File: src/rtl/dtw_multi_sched_pkg.sv
// -----------------------------------------------------------------------------
// dtw_multi_sched_pkg
// Shared definitions for the multi-core DTW query scheduler: dispatch and
// collect FSM state encodings, result packet length, and a width helper.
// -----------------------------------------------------------------------------
package dtw_multi_sched_pkg;

    typedef enum logic [1:0] {
        D_IDLE  = 2'd0,
        D_START = 2'd1,
        D_XFER  = 2'd2
    } disp_state_t;

    typedef enum logic {
        C_IDLE = 1'b0,
        C_XFER = 1'b1
    } coll_state_t;

    // A result packet is {qid, pos, min}.
    localparam int RES_WORDS = 3;

    // Index width for n items, never narrower than one bit.
    function automatic int idx_width(input int n);
        return (n > 1) ? $clog2(n) : 1;
    endfunction

endpackage

File: src/rtl/dtw_multi_sched_rr_pick.sv
// -----------------------------------------------------------------------------
// rr_pick
// Combinational round-robin first-set finder. Starting at i_ptr and wrapping
// modulo N, returns the first index whose request bit is set.
// Ports:
//   i_req   [N-1:0]  request vector
//   i_ptr   [W-1:0]  search start index
//   o_found          some request bit is set
//   o_idx   [W-1:0]  first set index at or after i_ptr (0 when none)
// -----------------------------------------------------------------------------
module rr_pick #(
    parameter int N = 4,
    parameter int W = 2
) (
    input  logic [N-1:0] i_req,
    input  logic [W-1:0] i_ptr,
    output logic         o_found,
    output logic [W-1:0] o_idx
);

    // Index reached by stepping b places forward from a, wrapping at N.
    function automatic logic [W-1:0] wrap_add(input logic [W-1:0] a, input int b);
        int s;
        s = (int'(a) + b) % N;
        return W'(s);
    endfunction

    // Request vector rotated so that bit 0 corresponds to i_ptr.
    logic [N-1:0] w_rot;

    for (genvar gi = 0; gi < N; gi++) begin : g_rot
        assign w_rot[gi] = i_req[wrap_add(i_ptr, gi)];
    end

    // Scan from the far end so the nearest request is the last one written.
    always_comb begin
        o_found = 1'b0;
        o_idx   = '0;
        for (int k = N - 1; k >= 0; k--) begin
            if (w_rot[k]) begin
                o_found = 1'b1;
                o_idx   = wrap_add(i_ptr, k);
            end
        end
    end

endmodule

File: src/rtl/dtw_multi_sched.sv
// -----------------------------------------------------------------------------
// dtw_multi_sched
// Dispatches query packets (1 qid word + SQG_SIZE samples) from one input
// stream to N_CORES DTW cores round-robin, and collects 3-word result packets
// from the cores' result FIFOs onto one output stream, round-robin, without
// interleaving packets.
// Ports:
//   clk, rst                       clock, synchronous active-high reset
//   s_valid/s_ready/s_data         query word input stream
//   core_start[N]                  one-cycle run-start pulse per core
//   core_busy[N]                   per-core busy flag
//   core_src_wren[N], core_src_data  per-core source FIFO write (shared data)
//   core_src_full[N]               per-core source FIFO full
//   core_res_empty[N], core_res_rden[N], core_res_data[32N]  FWFT result FIFOs
//   m_valid/m_ready/m_data/m_last  result word output stream
//   n_dispatched                   count of fully dispatched queries
// -----------------------------------------------------------------------------
module dtw_multi_sched
    import dtw_multi_sched_pkg::*;
#(
    parameter int N_CORES  = 4,
    parameter int SQG_SIZE = 250
) (
    input  logic                 clk,
    input  logic                 rst,
    input  logic                 s_valid,
    output logic                 s_ready,
    input  logic [31:0]          s_data,
    output logic [N_CORES-1:0]   core_start,
    input  logic [N_CORES-1:0]   core_busy,
    output logic [N_CORES-1:0]   core_src_wren,
    input  logic [N_CORES-1:0]   core_src_full,
    output logic [31:0]          core_src_data,
    input  logic [N_CORES-1:0]   core_res_empty,
    output logic [N_CORES-1:0]   core_res_rden,
    input  logic [32*N_CORES-1:0] core_res_data,
    output logic                 m_valid,
    input  logic                 m_ready,
    output logic [31:0]          m_data,
    output logic                 m_last,
    output logic [31:0]          n_dispatched
);

    localparam int PW  = idx_width(N_CORES);
    localparam int WCW = idx_width(SQG_SIZE + 1);
    localparam int RCW = idx_width(RES_WORDS);

    function automatic logic [PW-1:0] next_idx(input logic [PW-1:0] a);
        if (int'(a) == N_CORES - 1) return '0;
        return a + 1'b1;
    endfunction

    // ---------------- dispatch state ----------------
    disp_state_t          r_dstate, w_dstate_next;
    logic [PW-1:0]        r_dsel, w_dsel_next;
    logic [PW-1:0]        r_disp_ptr, w_disp_ptr_next;
    logic [WCW-1:0]       r_wcnt, w_wcnt_next;
    logic [31:0]          r_n_disp, w_n_disp_next;
    logic [N_CORES-1:0]   r_pending, w_pend_set;

    // ---------------- collect state ----------------
    coll_state_t          r_cstate, w_cstate_next;
    logic [PW-1:0]        r_csel, w_csel_next;
    logic [PW-1:0]        r_coll_ptr, w_coll_ptr_next;
    logic [RCW-1:0]       r_rcnt, w_rcnt_next;

    logic                 w_disp_found, w_coll_found;
    logic [PW-1:0]        w_disp_idx, w_coll_idx;
    logic                 w_in_xfer, w_s_hs, w_c_xfer, w_pop;
    logic [31:0]          w_res_word [N_CORES];

    // A core is eligible only once it has shown busy since its last start,
    // which keeps a slow-to-respond core from being started twice.
    rr_pick #(.N(N_CORES), .W(PW)) u_disp_pick (
        .i_req   (~core_busy & ~r_pending),
        .i_ptr   (r_disp_ptr),
        .o_found (w_disp_found),
        .o_idx   (w_disp_idx)
    );

    rr_pick #(.N(N_CORES), .W(PW)) u_coll_pick (
        .i_req   (~core_res_empty),
        .i_ptr   (r_coll_ptr),
        .o_found (w_coll_found),
        .o_idx   (w_coll_idx)
    );

    // All outputs are forced low during reset, even mid-packet.
    assign w_in_xfer     = !rst && (r_dstate == D_XFER);
    assign s_ready       = w_in_xfer && !core_src_full[r_dsel];
    assign w_s_hs        = s_ready && s_valid;
    assign core_src_data = w_in_xfer ? s_data : '0;

    assign w_c_xfer = !rst && (r_cstate == C_XFER);
    assign m_valid  = w_c_xfer && !core_res_empty[r_csel];
    assign m_data   = w_c_xfer ? w_res_word[r_csel] : '0;
    assign m_last   = w_c_xfer && (r_rcnt == RCW'(RES_WORDS - 1));
    assign w_pop    = m_valid && m_ready;

    assign n_dispatched = r_n_disp;

    for (genvar gi = 0; gi < N_CORES; gi++) begin : g_core
        assign w_res_word[gi]    = core_res_data[32*gi +: 32];
        assign core_start[gi]    = !rst && (r_dstate == D_START) && (r_dsel == PW'(gi));
        assign core_src_wren[gi] = w_s_hs && (r_dsel == PW'(gi));
        assign core_res_rden[gi] = w_pop && (r_csel == PW'(gi));
    end

    // ---------------- dispatch next-state ----------------
    always_comb begin
        w_dstate_next   = r_dstate;
        w_dsel_next     = r_dsel;
        w_disp_ptr_next = r_disp_ptr;
        w_wcnt_next     = r_wcnt;
        w_n_disp_next   = r_n_disp;
        w_pend_set      = '0;
        case (r_dstate)
            D_IDLE: begin
                if (w_disp_found) begin
                    w_dsel_next            = w_disp_idx;
                    w_pend_set[w_disp_idx] = 1'b1;
                    w_dstate_next          = D_START;
                end
            end
            D_START: begin
                w_wcnt_next   = '0;
                w_dstate_next = D_XFER;
            end
            D_XFER: begin
                if (w_s_hs) begin
                    // wcnt == SQG_SIZE marks the last of SQG_SIZE+1 words.
                    if (r_wcnt == WCW'(SQG_SIZE)) begin
                        w_disp_ptr_next = next_idx(r_dsel);
                        w_n_disp_next   = r_n_disp + 32'd1;
                        w_dstate_next   = D_IDLE;
                    end else begin
                        w_wcnt_next = r_wcnt + 1'b1;
                    end
                end
            end
            default: w_dstate_next = D_IDLE;
        endcase
    end

    // ---------------- collect next-state ----------------
    always_comb begin
        w_cstate_next   = r_cstate;
        w_csel_next     = r_csel;
        w_coll_ptr_next = r_coll_ptr;
        w_rcnt_next     = r_rcnt;
        case (r_cstate)
            C_IDLE: begin
                if (w_coll_found) begin
                    w_csel_next   = w_coll_idx;
                    w_rcnt_next   = '0;
                    w_cstate_next = C_XFER;
                end
            end
            C_XFER: begin
                // The grant is held until the whole packet has been popped.
                if (w_pop) begin
                    if (r_rcnt == RCW'(RES_WORDS - 1)) begin
                        w_coll_ptr_next = next_idx(r_csel);
                        w_cstate_next   = C_IDLE;
                    end else begin
                        w_rcnt_next = r_rcnt + 1'b1;
                    end
                end
            end
            default: w_cstate_next = C_IDLE;
        endcase
    end

    // ---------------- state registers ----------------
    always_ff @(posedge clk) begin
        if (rst) begin
            r_dstate   <= D_IDLE;
            r_dsel     <= '0;
            r_disp_ptr <= '0;
            r_wcnt     <= '0;
            r_n_disp   <= '0;
            r_pending  <= '0;
            r_cstate   <= C_IDLE;
            r_csel     <= '0;
            r_coll_ptr <= '0;
            r_rcnt     <= '0;
        end else begin
            r_dstate   <= w_dstate_next;
            r_dsel     <= w_dsel_next;
            r_disp_ptr <= w_disp_ptr_next;
            r_wcnt     <= w_wcnt_next;
            r_n_disp   <= w_n_disp_next;
            // Selection requires busy=0, so set and clear never collide.
            r_pending  <= (r_pending & ~core_busy) | w_pend_set;
            r_cstate   <= w_cstate_next;
            r_csel     <= w_csel_next;
            r_coll_ptr <= w_coll_ptr_next;
            r_rcnt     <= w_rcnt_next;
        end
    end

endmodule

File: config.mk
export PLATFORM = sky130hd
export DESIGN_NAME = dtw_multi_sched
export DESIGN_NICKNAME = d
export VERILOG_FILES = /design/src/rtl/dtw_multi_sched_pkg.sv /design/src/rtl/dtw_multi_sched_rr_pick.sv /design/src/rtl/dtw_multi_sched.sv
export SDC_FILE = /design/constraint.sdc
export NUM_CORES = 1
export LEC_CHECK = 0
export CAP_MARGIN = 0
export CORE_MARGIN = 10
export CORE_UTILIZATION = 39
export DETAILED_ROUTE_END_ITERATION = 8
export PLACE_DENSITY_LB_ADDON = 0.1
export REMOVE_ABC_BUFFERS = 1
export SYNTH_ARGS = -nofsm -noshare
export SYNTH_HDL_FRONTEND = slang
export SYNTH_SLANG_ARGS = --single-unit
File: constraint.sdc
create_clock -name clk -period 4 [get_ports clk]
set_input_delay 0.4 -clock clk [delete_from_list [all_inputs] [get_ports clk]]
set_output_delay 0.4 -clock clk [all_outputs]
set_load 0.01 [all_outputs]
==> reports/metrics.cfg <==
[outcome]
status=complete, no violations

[routing]
dr.first_iter.drc_count=323
route.detailed.drc=0
drt_wl_total_um=18400
drt-vias-per-instance=5.27
ant_nets=0
vias=4658
avgRoutedWirePerCell_um=20.8
drtPass1Iterations=4

[logic_synthesis]
synth_cell_types=52
synth_common_cells=dfxtp_1 (57), and2_1 (47), nor2_1 (37), nor2b_1 (35), mux4_2 (34)
ys_warn_count=0
synthTopCellsByArea=dfxtp_1 (27%), mux4_2 (18%), and2_1 (7.0%)
ys_seq_area_frac=0.273
synth.most_common_cell=dfxtp_1
synth_top_cell_area_share=0.273
synth_edf_count=0
syn_area_um2=4180
syn-mean-instance-area_um2=9.05
synth-seq-cells=57
synth_cells=462
synth_ff_type=dfxtp_1
yosysTopAreaCell=dfxtp_1
postSynth.asyncResetShare=0

[setup_path]
crit_required_ps=3600
worstSetupPathType=register to primary output
start_kind=register
end_kind=primary output
worstPathCellList=mux4_2 > nor3b_1 > and2_1 > clkdlybuf4s50_1
arrival_ps=2780
slowest_stage=dfxtp_2
critPathMaxFanout=23
cp_slowest_stage_delay_ps=790

[final_layout]
fin_nets=929
syn_to_final_growth_pct=75.7
fin_area_um2=7340
final_layout_size_suffix_gt1_frac=0.0938
fin_cells=884

[place]
placed_cell_area_um2=7170
place.gp.congestion=0.974
dpl.cell_count=866
portBuffers=286
hpwl_um=15300

[worst_hold_path]
hold_class=input port to register

[clock_network]
htreeDepth=3
ctsHoldBuffers=0
clock_sinks=57
post_cts_resized=0
cts_buffers=9
root_buffer=clkbuf_8
worstSkewPairLatency_ps=330
clock_path_buffers=2
cts_setup_buffers=0
cts_tree=done
clk_pin_slew_ps=60

[flow_run]
cap_violations=0

[die]
fp.dieH_um=124
num_rows=37
die_area_um2=15300
pin_count=287
start_util=0.403
fp.dieW_um=124
core_um2=10400

[power]
vdd_drop_max_mv=0.223
leakage_nw=2.51
p_per_area_nw_per_um2=209

[grt]
grt_overflow=0
grt_antenna_before_repair=2
grt_pass1_wl_um=26600
grt_start_max_net_pins=46
grt_usage=0.226
grt_pass1_vias=4495

[sta]
worst_clock_skew_ps=8.48
fmax_mhz=314
setup_viol=0
final.setup.tns_ps=0
drv_slew=0
final.period_utilization=0.796
rsz0062_at_grt=no
finalHoldViolCount=0
relSlewSlack=0.522
tightest_slew_ps=717
fin_crit_ps=3180

power by group:
group	switching [W]	internal, W
Clock	0.000216	0.000256
Combinational	0.000153	0.000306
Sequential	0.0000196	0.000581
cell families (layout without fill, tap and decap cells):
group / count (synthesis) / in the layout / synth area share
flops: 57 / 57 / 0.273
mux: 42 / 42 / 0.203
fa+ha+maj: 12 / 12 / 0.0359
other cells: 0 / 2 / 0
compound gates: 71 / 71 / 0.101
buf+inv: 42 / 326 / 0.0413
xor+xnor: 14 / 14 / 0.0293
simple gates: 224 / 224 / 0.317
worst paths after layout:
check,start,to,slack [ps],cells after the start
worst min register to register,r_pending[3],r_pending[3],490,2
worst max register to register,r_dsel[0],n_dispatched[27],1160,5
worst min-delay path,rst,r_rcnt[1],410,2
worst max-delay path,r_csel[0],core_res_rden[0],820,4
layer usage:
| layer | vias up | GRT usage | part of all wire |
|---|---|---|---|
| met4 | 0 | 0.0553 | 0.0087 |
| li1 | 2239 | - | - |
| met1 | 2231 | 0.235 | 0.36 |
| met2 | 175 | 0.427 | 0.55 |
| met3 | 13 | 0.0725 | 0.088 |
| met5 | - | 0 | 0 |
area by class of cell:
cell class | instances | area [um2]
diodes | 2 | 5.00
clock buffers | 13 | 159
clock inverters | 3 | 15.0
fillers | 813 | 3030
inverters | 18 | 67.6
multi-input cells | 363 | 2870
flip-flops and latches | 57 | 1140
well taps | 136 | 170
repair buffers | 292 | 2920
registers in the layout (all words and copies together) (netlist names):
register / flops
r_pending: 4
r_dsel: 2
r_disp_ptr: 2
r_cstate: 1
r_rcnt: 2
n_dispatched: 32
r_coll_ptr: 2
r_csel: 2
r_dstate: 2
r_wcnt: 8
per-stage QoR:
stage          utilization  total power (W)  hold slack, ps  worst slack [ps]
3_5_place_dp         0.691          0.00107             483               860
6_report             0.708          0.00153             412               816
2_1_floorplan            -         0.000785             451               982
5_1_grt              0.708          0.00160             426               578
3_3_place_gp         0.691          0.00106             469               976
4_1_cts              0.708          0.00154             401               767
placed cells by master, fill, tap and decap left out, types with 3 or more instances in the layout:
cell	count
clkdlybuf4s50_1	285
dfxtp_1	56
and2_1	47
nor2_1	37
nor2b_1	35
mux4_2	34
a21oi_1	27
nand2_1	19
inv_1	18
or3_1	16
nand3_1	16
o21ai_1	16
nand4_1	15
ha_1	12
clkbuf_8	11
o31ai_1	8
xor2_1	8
o21ai_0	7
nand2b_1	6
mux2i_1	6
xnor2_1	6
nor3_1	5
or4_1	5
buf_4	5
and3_1	3
nand4_2	3
clkinv_2	3
critical path, delay by kind of cell (launching register included):
family                 cells  cell delay (ps)
and+or+nand+nor            2              690
DFF                        1              790
buffers and inverters      1              540
muxes                      1              420
(Power assumes the default switching activity.)
